===== config.mk =====
export PLATFORM = sky130hd
export DESIGN_NAME = bcd_mmss_timer_flat
export DESIGN_NICKNAME = d
export VERILOG_FILES = /design/src/rtl/bcd_mmss_timer_pkg.sv /design/src/rtl/bcd_mmss_timer_if.sv /design/src/rtl/bcd_mmss_timer_digit.sv /design/src/rtl/bcd_mmss_timer.sv /design/src/flat_wrapper.sv
export SDC_FILE = /design/constraint.sdc
export NUM_CORES = 1
export LEC_CHECK = 0
export ABC_CLOCK_PERIOD_IN_PS = 5700
export CORE_MARGIN = 2
export CORE_UTILIZATION = 48
export CTS_CLUSTER_DIAMETER = 80
export CTS_CLUSTER_SIZE = 30
export DETAILED_ROUTE_END_ITERATION = 10
export PLACE_DENSITY = 0.75
export SLEW_MARGIN = 5
export SYNTH_ARGS = -nofsm -noshare
export SYNTH_HDL_FRONTEND = slang
export SYNTH_HIERARCHICAL = 1
export SYNTH_SLANG_ARGS = --single-unit

===== constraint.sdc =====
create_clock -name clk_1hz -period 5.7 [get_ports clk_1hz]
set_input_delay 1.14 -clock clk_1hz [delete_from_list [all_inputs] [get_ports clk_1hz]]
set_output_delay 1.14 -clock clk_1hz [all_outputs]
set_load 0.03 [all_outputs]

===== src/rtl/bcd_mmss_timer_pkg.sv =====
// Shared types and helpers for the BCD minutes:seconds timer.
// Digit type, digit moduli and the clamp used by the preset path.
package timer_pkg;

  typedef logic [3:0] bcd_t;

  localparam int unsigned MOD_ONES = 10;
  localparam int unsigned MOD_TENS = 6;

  function automatic bcd_t bcd_clamp(input bcd_t val, input bcd_t max_val);
    return (val > max_val) ? max_val : val;
  endfunction

endpackage


===== src/rtl/bcd_mmss_timer_if.sv =====
// Control/preset/display bundle between the timer and its user.
// The master drives controls and presets; the slave (timer) drives digits and flags.
interface bcd_mmss_timer_if;
  import timer_pkg::*;

  logic en;
  logic up_dn;
  logic clr;
  logic load;
  bcd_t ld0, ld1, ld2, ld3;
  bcd_t time0, time1, time2, time3;
  logic done;
  logic wrap;

  modport master (
    output en, up_dn, clr, load, ld0, ld1, ld2, ld3,
    input  time0, time1, time2, time3, done, wrap
  );

  modport slave (
    input  en, up_dn, clr, load, ld0, ld1, ld2, ld3,
    output time0, time1, time2, time3, done, wrap
  );

endinterface


===== src/rtl/bcd_mmss_timer_digit.sv =====
// One BCD digit cell of modulus MOD with clear, preset, increment and decrement.
// carry/borrow flag the step that wraps this digit, feeding the next cell.
module bcd_digit
  import timer_pkg::*;
#(
  parameter int unsigned MOD = MOD_ONES
) (
  input  logic clk_1hz,
  input  logic rst,
  input  logic inc,
  input  logic dec,
  input  logic clr,
  input  logic ld,
  input  bcd_t ld_val,
  output bcd_t digit,
  output logic carry,
  output logic borrow
);

  localparam bcd_t TOP = bcd_t'(MOD - 1);

  bcd_t digit_q, digit_d;

  always_comb begin
    // NOTE: default assignment first so every path drives digit_d and no latch is inferred.
    digit_d = digit_q;
    if (clr)      digit_d = '0;
    else if (ld)  digit_d = ld_val;
    else if (inc) digit_d = (digit_q == TOP) ? '0 : digit_q + 4'd1;
    else if (dec) digit_d = (digit_q == '0) ? TOP : digit_q - 4'd1;
  end

  always_ff @(posedge clk_1hz) begin
    // NOTE: non-blocking so every register samples pre-edge values of the others.
    if (rst) digit_q <= '0;
    else     digit_q <= digit_d;
  end

  assign digit  = digit_q;
  assign carry  = inc && (digit_q == TOP);
  assign borrow = dec && (digit_q == '0);

endmodule


===== src/rtl/bcd_mmss_timer.sv =====
// BCD mm:ss timer driven by a 1 Hz clock: up/down count, preset, clear,
// configurable minute limit with wrap or saturate, done level and wrap pulse.
module bcd_mmss_timer
  import timer_pkg::*;
#(
  parameter int unsigned MIN_LIMIT = 29,
  parameter bit          WRAP      = 1'b1
) (
  input logic              clk_1hz,
  input logic              rst,
  bcd_mmss_timer_if.slave  bus
);

  localparam bcd_t LIM_TENS = bcd_t'(MIN_LIMIT / 10);
  localparam bcd_t LIM_ONES = bcd_t'(MIN_LIMIT % 10);
  localparam bcd_t MAX_ONES = bcd_t'(MOD_ONES - 1);
  localparam bcd_t MAX_TENS = bcd_t'(MOD_TENS - 1);

  bcd_t q0, q1, q2, q3;
  logic c0, c1, c2, c3;
  logic b0, b1, b2, b3;
  logic unused_msd;

  bcd_t ld_c0, ld_c1, ld_c2, ld_c3;
  logic [6:0] ld_min;

  logic count, at_limit, at_zero, at_one;
  logic up_step, dn_step, wrap_now, sat_now, zero_now, dig_clr;
  logic done_q, done_d, wrap_q, wrap_d;

  // Digits clamp individually first; the combined minutes then clamp to the limit.
  always_comb begin
    ld_c0  = bcd_clamp(bus.ld0, MAX_ONES);
    ld_c1  = bcd_clamp(bus.ld1, MAX_TENS);
    ld_c2  = bcd_clamp(bus.ld2, MAX_ONES);
    ld_c3  = bcd_clamp(bus.ld3, MAX_ONES);
    ld_min = 7'(ld_c3) * 7'd10 + 7'(ld_c2);
    if (ld_min > 7'(MIN_LIMIT)) begin
      ld_c3 = LIM_TENS;
      ld_c2 = LIM_ONES;
    end
  end

  assign count    = bus.en && !done_q && !bus.clr && !bus.load;
  assign at_limit = (q3 == LIM_TENS) && (q2 == LIM_ONES) && (q1 == MAX_TENS) && (q0 == MAX_ONES);
  assign at_zero  = ({q3, q2, q1, q0} == 16'h0000);
  assign at_one   = ({q3, q2, q1, q0} == 16'h0001);

  assign up_step  = count &&  bus.up_dn && !at_limit;
  assign dn_step  = count && !bus.up_dn && !at_zero;
  assign wrap_now = count &&  bus.up_dn &&  at_limit &&  WRAP;
  assign sat_now  = count &&  bus.up_dn &&  at_limit && !WRAP;
  assign zero_now = count && !bus.up_dn && (at_zero || at_one);
  assign dig_clr  = bus.clr || wrap_now;

  bcd_digit #(.MOD(MOD_ONES)) u_sec_ones (
    .clk_1hz(clk_1hz), .rst(rst), .inc(up_step), .dec(dn_step), .clr(dig_clr),
    .ld(bus.load), .ld_val(ld_c0), .digit(q0), .carry(c0), .borrow(b0)
  );

  bcd_digit #(.MOD(MOD_TENS)) u_sec_tens (
    .clk_1hz(clk_1hz), .rst(rst), .inc(c0), .dec(b0), .clr(dig_clr),
    .ld(bus.load), .ld_val(ld_c1), .digit(q1), .carry(c1), .borrow(b1)
  );

  bcd_digit #(.MOD(MOD_ONES)) u_min_ones (
    .clk_1hz(clk_1hz), .rst(rst), .inc(c1), .dec(b1), .clr(dig_clr),
    .ld(bus.load), .ld_val(ld_c2), .digit(q2), .carry(c2), .borrow(b2)
  );

  bcd_digit #(.MOD(MOD_ONES)) u_min_tens (
    .clk_1hz(clk_1hz), .rst(rst), .inc(c2), .dec(b2), .clr(dig_clr),
    .ld(bus.load), .ld_val(ld_c3), .digit(q3), .carry(c3), .borrow(b3)
  );

  // The limit compare stops the count before minutes tens could ever wrap.
  assign unused_msd = c3 | b3;

  always_comb begin
    done_d = done_q;
    if (bus.clr || bus.load)     done_d = 1'b0;
    else if (sat_now || zero_now) done_d = 1'b1;
    wrap_d = wrap_now;
  end

  always_ff @(posedge clk_1hz) begin
    if (rst) begin
      done_q <= 1'b0;
      wrap_q <= 1'b0;
    end else begin
      done_q <= done_d;
      wrap_q <= wrap_d;
    end
  end

  assign bus.time0 = q0;
  assign bus.time1 = q1;
  assign bus.time2 = q2;
  assign bus.time3 = q3;
  assign bus.done  = done_q;
  assign bus.wrap  = wrap_q;

endmodule


===== src/flat_wrapper.sv =====
// flat-port wrapper written by rule: the top's interface ports become plain ports
module bcd_mmss_timer_flat import timer_pkg::*;
#(
  parameter int unsigned MIN_LIMIT = 29,
  parameter bit          WRAP      = 1'b1
)
  (clk_1hz, rst, bus_en, bus_up_dn, bus_clr, bus_load, bus_ld0, bus_ld1, bus_ld2, bus_ld3, bus_time0, bus_time1, bus_time2, bus_time3, bus_done, bus_wrap);
  bcd_mmss_timer_if bus_i ();
  input logic clk_1hz;
  input logic rst;
  input wire logic [$bits(bus_i.en)-1:0] bus_en;
  input wire logic [$bits(bus_i.up_dn)-1:0] bus_up_dn;
  input wire logic [$bits(bus_i.clr)-1:0] bus_clr;
  input wire logic [$bits(bus_i.load)-1:0] bus_load;
  input wire logic [$bits(bus_i.ld0)-1:0] bus_ld0;
  input wire logic [$bits(bus_i.ld1)-1:0] bus_ld1;
  input wire logic [$bits(bus_i.ld2)-1:0] bus_ld2;
  input wire logic [$bits(bus_i.ld3)-1:0] bus_ld3;
  output wire logic [$bits(bus_i.time0)-1:0] bus_time0;
  output wire logic [$bits(bus_i.time1)-1:0] bus_time1;
  output wire logic [$bits(bus_i.time2)-1:0] bus_time2;
  output wire logic [$bits(bus_i.time3)-1:0] bus_time3;
  output wire logic [$bits(bus_i.done)-1:0] bus_done;
  output wire logic [$bits(bus_i.wrap)-1:0] bus_wrap;
  assign bus_i.en = bus_en;
  assign bus_i.up_dn = bus_up_dn;
  assign bus_i.clr = bus_clr;
  assign bus_i.load = bus_load;
  assign bus_i.ld0 = bus_ld0;
  assign bus_i.ld1 = bus_ld1;
  assign bus_i.ld2 = bus_ld2;
  assign bus_i.ld3 = bus_ld3;
  assign bus_time0 = bus_i.time0;
  assign bus_time1 = bus_i.time1;
  assign bus_time2 = bus_i.time2;
  assign bus_time3 = bus_i.time3;
  assign bus_done = bus_i.done;
  assign bus_wrap = bus_i.wrap;
  bcd_mmss_timer #(.MIN_LIMIT(MIN_LIMIT), .WRAP(WRAP)) u_core (.clk_1hz(clk_1hz), .rst(rst), .bus(bus_i));
endmodule

==> out/results.ini <==
[run_status]
status = complete, no violations

[floorplanning]
die_h_um = 70.0
rows = 24
core_um2 = 4260
initial_core_util = 0.491
die-area_um2 = 4900
fp.dieW_um = 70.0
io_pins = 40

[sta]
hold_viol = 0
tightestPinTransition_ns = 0.614
worst_hold_slack_ns = 0.590
final_period_minus_worst_setup_slack_ns = 4.58
rsz0062_at_grt = no
max_freq_mhz = 218
finalClockSkew_ns = 0.00615
drv_slew = 0
fin_crit_sh = 0.803
setup_viol_count_final = 0
max-slew-margin-rel = 0.589
setup_tns_ns = 0

[grt]
grt_pass1_vias = 2054
grt_max_degree = 37
grt_use_total = 0.225
grt_pass1_wl_um = 9330
grt_antenna_before_repair = 0
gr-total-overflow = 0

[critical_path]
r2r-start = u_core/u_min_tens/digit[0]
cp-end-kind = register
r2r_end = u_core/u_min_tens/digit[2]
crit_start = bus_clr
cp_max_fo = 13
reg2reg_slack_ns = 1.88
critPathLaunchType = input pin
r2r_cells = 18
cp.required_ns = 5.83
cp.arrival_ns = 4.70
crit_type = in2reg

[clock_tree]
cts_tree = yes
insertion_delay_ns = 0.26
hold_buffers = 0
cts_sinks = 18
cts-root-buf = clkbuf_8
clk_pin_slew_ns = 0.08
clock_path_buffers = 2
cts_buffers = 3
cts_resized = 0
post_cts_buffers = 0
htree_levels = 1

[final_layout]
diodes = 0
drive_gt1_frac = 0.0762
areaGrowthSynthToFinish_pct = 21.2
fill_cells = 411
fin_cells = 367
fin_nets = 344

[power_and_ir_drop]
clkPwrFrac = 0.282
seq_power_share = 0.368
power_leakage_nw = 0.852
powerDensity_nw_per_um2 = 154
p_sw_mw = 0.135
swShare = 0.346
p_int_mw = 0.255
vdd_drop_max_v = 0.0000895
p_comb_frac = 0.350
total_power_mw = 0.390

[detailed_routing]
drtIter0Drc = 252
route.antenna.remaining_nets = 0
vias = 2264
wl_per_cell_um = 14.8
remaining_drc_errors = 0
wl_um = 5430
first_pass_iters = 4
viasPerCell = 6.17

[placed_design]
dp.cells = 363
portBuffers = 39
place_hpwl_um = 4000
gp_congestion = 0.921

[hold_path]
hold_end = u_core/bus.done
hold_depth = 2
hp-class = reg2reg
min_from = u_core/bus.done

[run]
cap_violations = 0

[logic_synthesis]
yosys_warnings = 6
syn_avg_cell_area_um2 = 7.26
netlist_area_um2 = 2090
synth_cells = 288

==> cell usage in the layout, fill, tap and decap left out, types with 3 or more instances in the layout <==
cell              n
clkdlybuf4s50_1  39
nor2_1           30
dfxtp_1          18
nor3_1           17
nand2b_1         16
o21ai_0          15
inv_1            12
a21oi_1          11
nand3_1          11
xnor2_1          10
nor4_1           10
nand2_1           9
a31oi_1           7
buf_4             6
a211oi_1          6
nor2b_1           5
or3_1             5
a221o_1           5
ha_1              5
nor4b_1           5
clkbuf_8          4
or2_2             4
and3_1            4
nand3b_1          4
o211a_1           4
mux2i_1           4
o21a_1            3
a2111oi_0         3
a211oi_2          3
nand4b_1          3
a22oi_1           3
o41ai_1           3
==> worst max path at each step <==
stage | to | slack (ns) | cells after the start
detailed placement | u_core/u_min_tens/digit[2] | 0.87 | 18
global route | u_core/u_min_tens/digit[2] | 0.64 | 18
global placement | u_core/u_min_tens/digit[1] | 1.03 | 18
CTS | u_core/u_min_tens/digit[2] | 1.12 | 18
floorplan | u_core/u_min_tens/digit[2] | 1.65 | 15
finish | u_core/u_min_tens/digit[2] | 1.12 | 18
==> layer usage <==
| metal | global-route usage | part of all wire | vias up |
|---|---|---|---|
| li1 | - | - | 1148 |
| met1 | 0.293 | 0.45 | 1042 |
| met2 | 0.389 | 0.49 | 66 |
| met3 | 0.0231 | 0.042 | 8 |
| met4 | 0.0705 | 0.015 | 0 |
| met5 | 0 | 0 | - |
==> cell type report <==
type,instances,area [um^2],area share
inverter,12,45.0,0.0178
tap,52,65.1,0.0257
clock buffer,4,55.1,0.0217
timing repair buffer,45,435,0.172
multi-input combinational,236,1580,0.621
sequential,18,360,0.142
==> critical path, stage by stage <==
cell,delay (ns)
clkdlybuf4s50_1,0.44
nor3_1,0.25
nand3_1,0.13
nor2_1,0.12
buf_4,0.18
nand2_1,0.08
nor4_1,0.19
buf_4,0.21
nand2_1,0.10
nor4b_1,0.30
buf_4,0.23
nand2_1,0.08
nor4_1,0.24
buf_4,0.24
nand3_1,0.09
o211a_1,0.13
a2111oi_0,0.47
nor4_1,0.08
==> flip-flops by register name, indices dropped and copies added, names as in the netlist <==
register / cells
u_core/u_min_ones/digit: 4
u_core/bus.done: 1
u_core/u_min_tens/digit: 4
u_core/bus.wrap: 1
u_core/u_sec_tens/digit: 4
u_core/u_sec_ones/digit: 4
==> metrics by stage <==
stage | setup slack [ns] | instance area, um^2 | util
5_1_grt | 0.636 | 2540 | 0.595
4_1_cts | 1.12 | 2540 | 0.595
2_1_floorplan | 1.65 | 2100 | -
6_report | 1.12 | 2540 | 0.595
3_5_place_dp | 0.874 | 2480 | 0.582
3_3_place_gp | 1.03 | 2480 | 0.582
==> power by group through the flow <==
stage	clock network [mW]	registers, mW	logic (mW)
after global routing	0.117	0.145	0.151
final	0.110	0.144	0.137
after global placement	0	0.146	0.133
after floorplan	0	0.146	0.0903
after CTS	0.112	0.144	0.136
after detailed placement	0	0.146	0.135
Power figures use the tool's default switching activity.
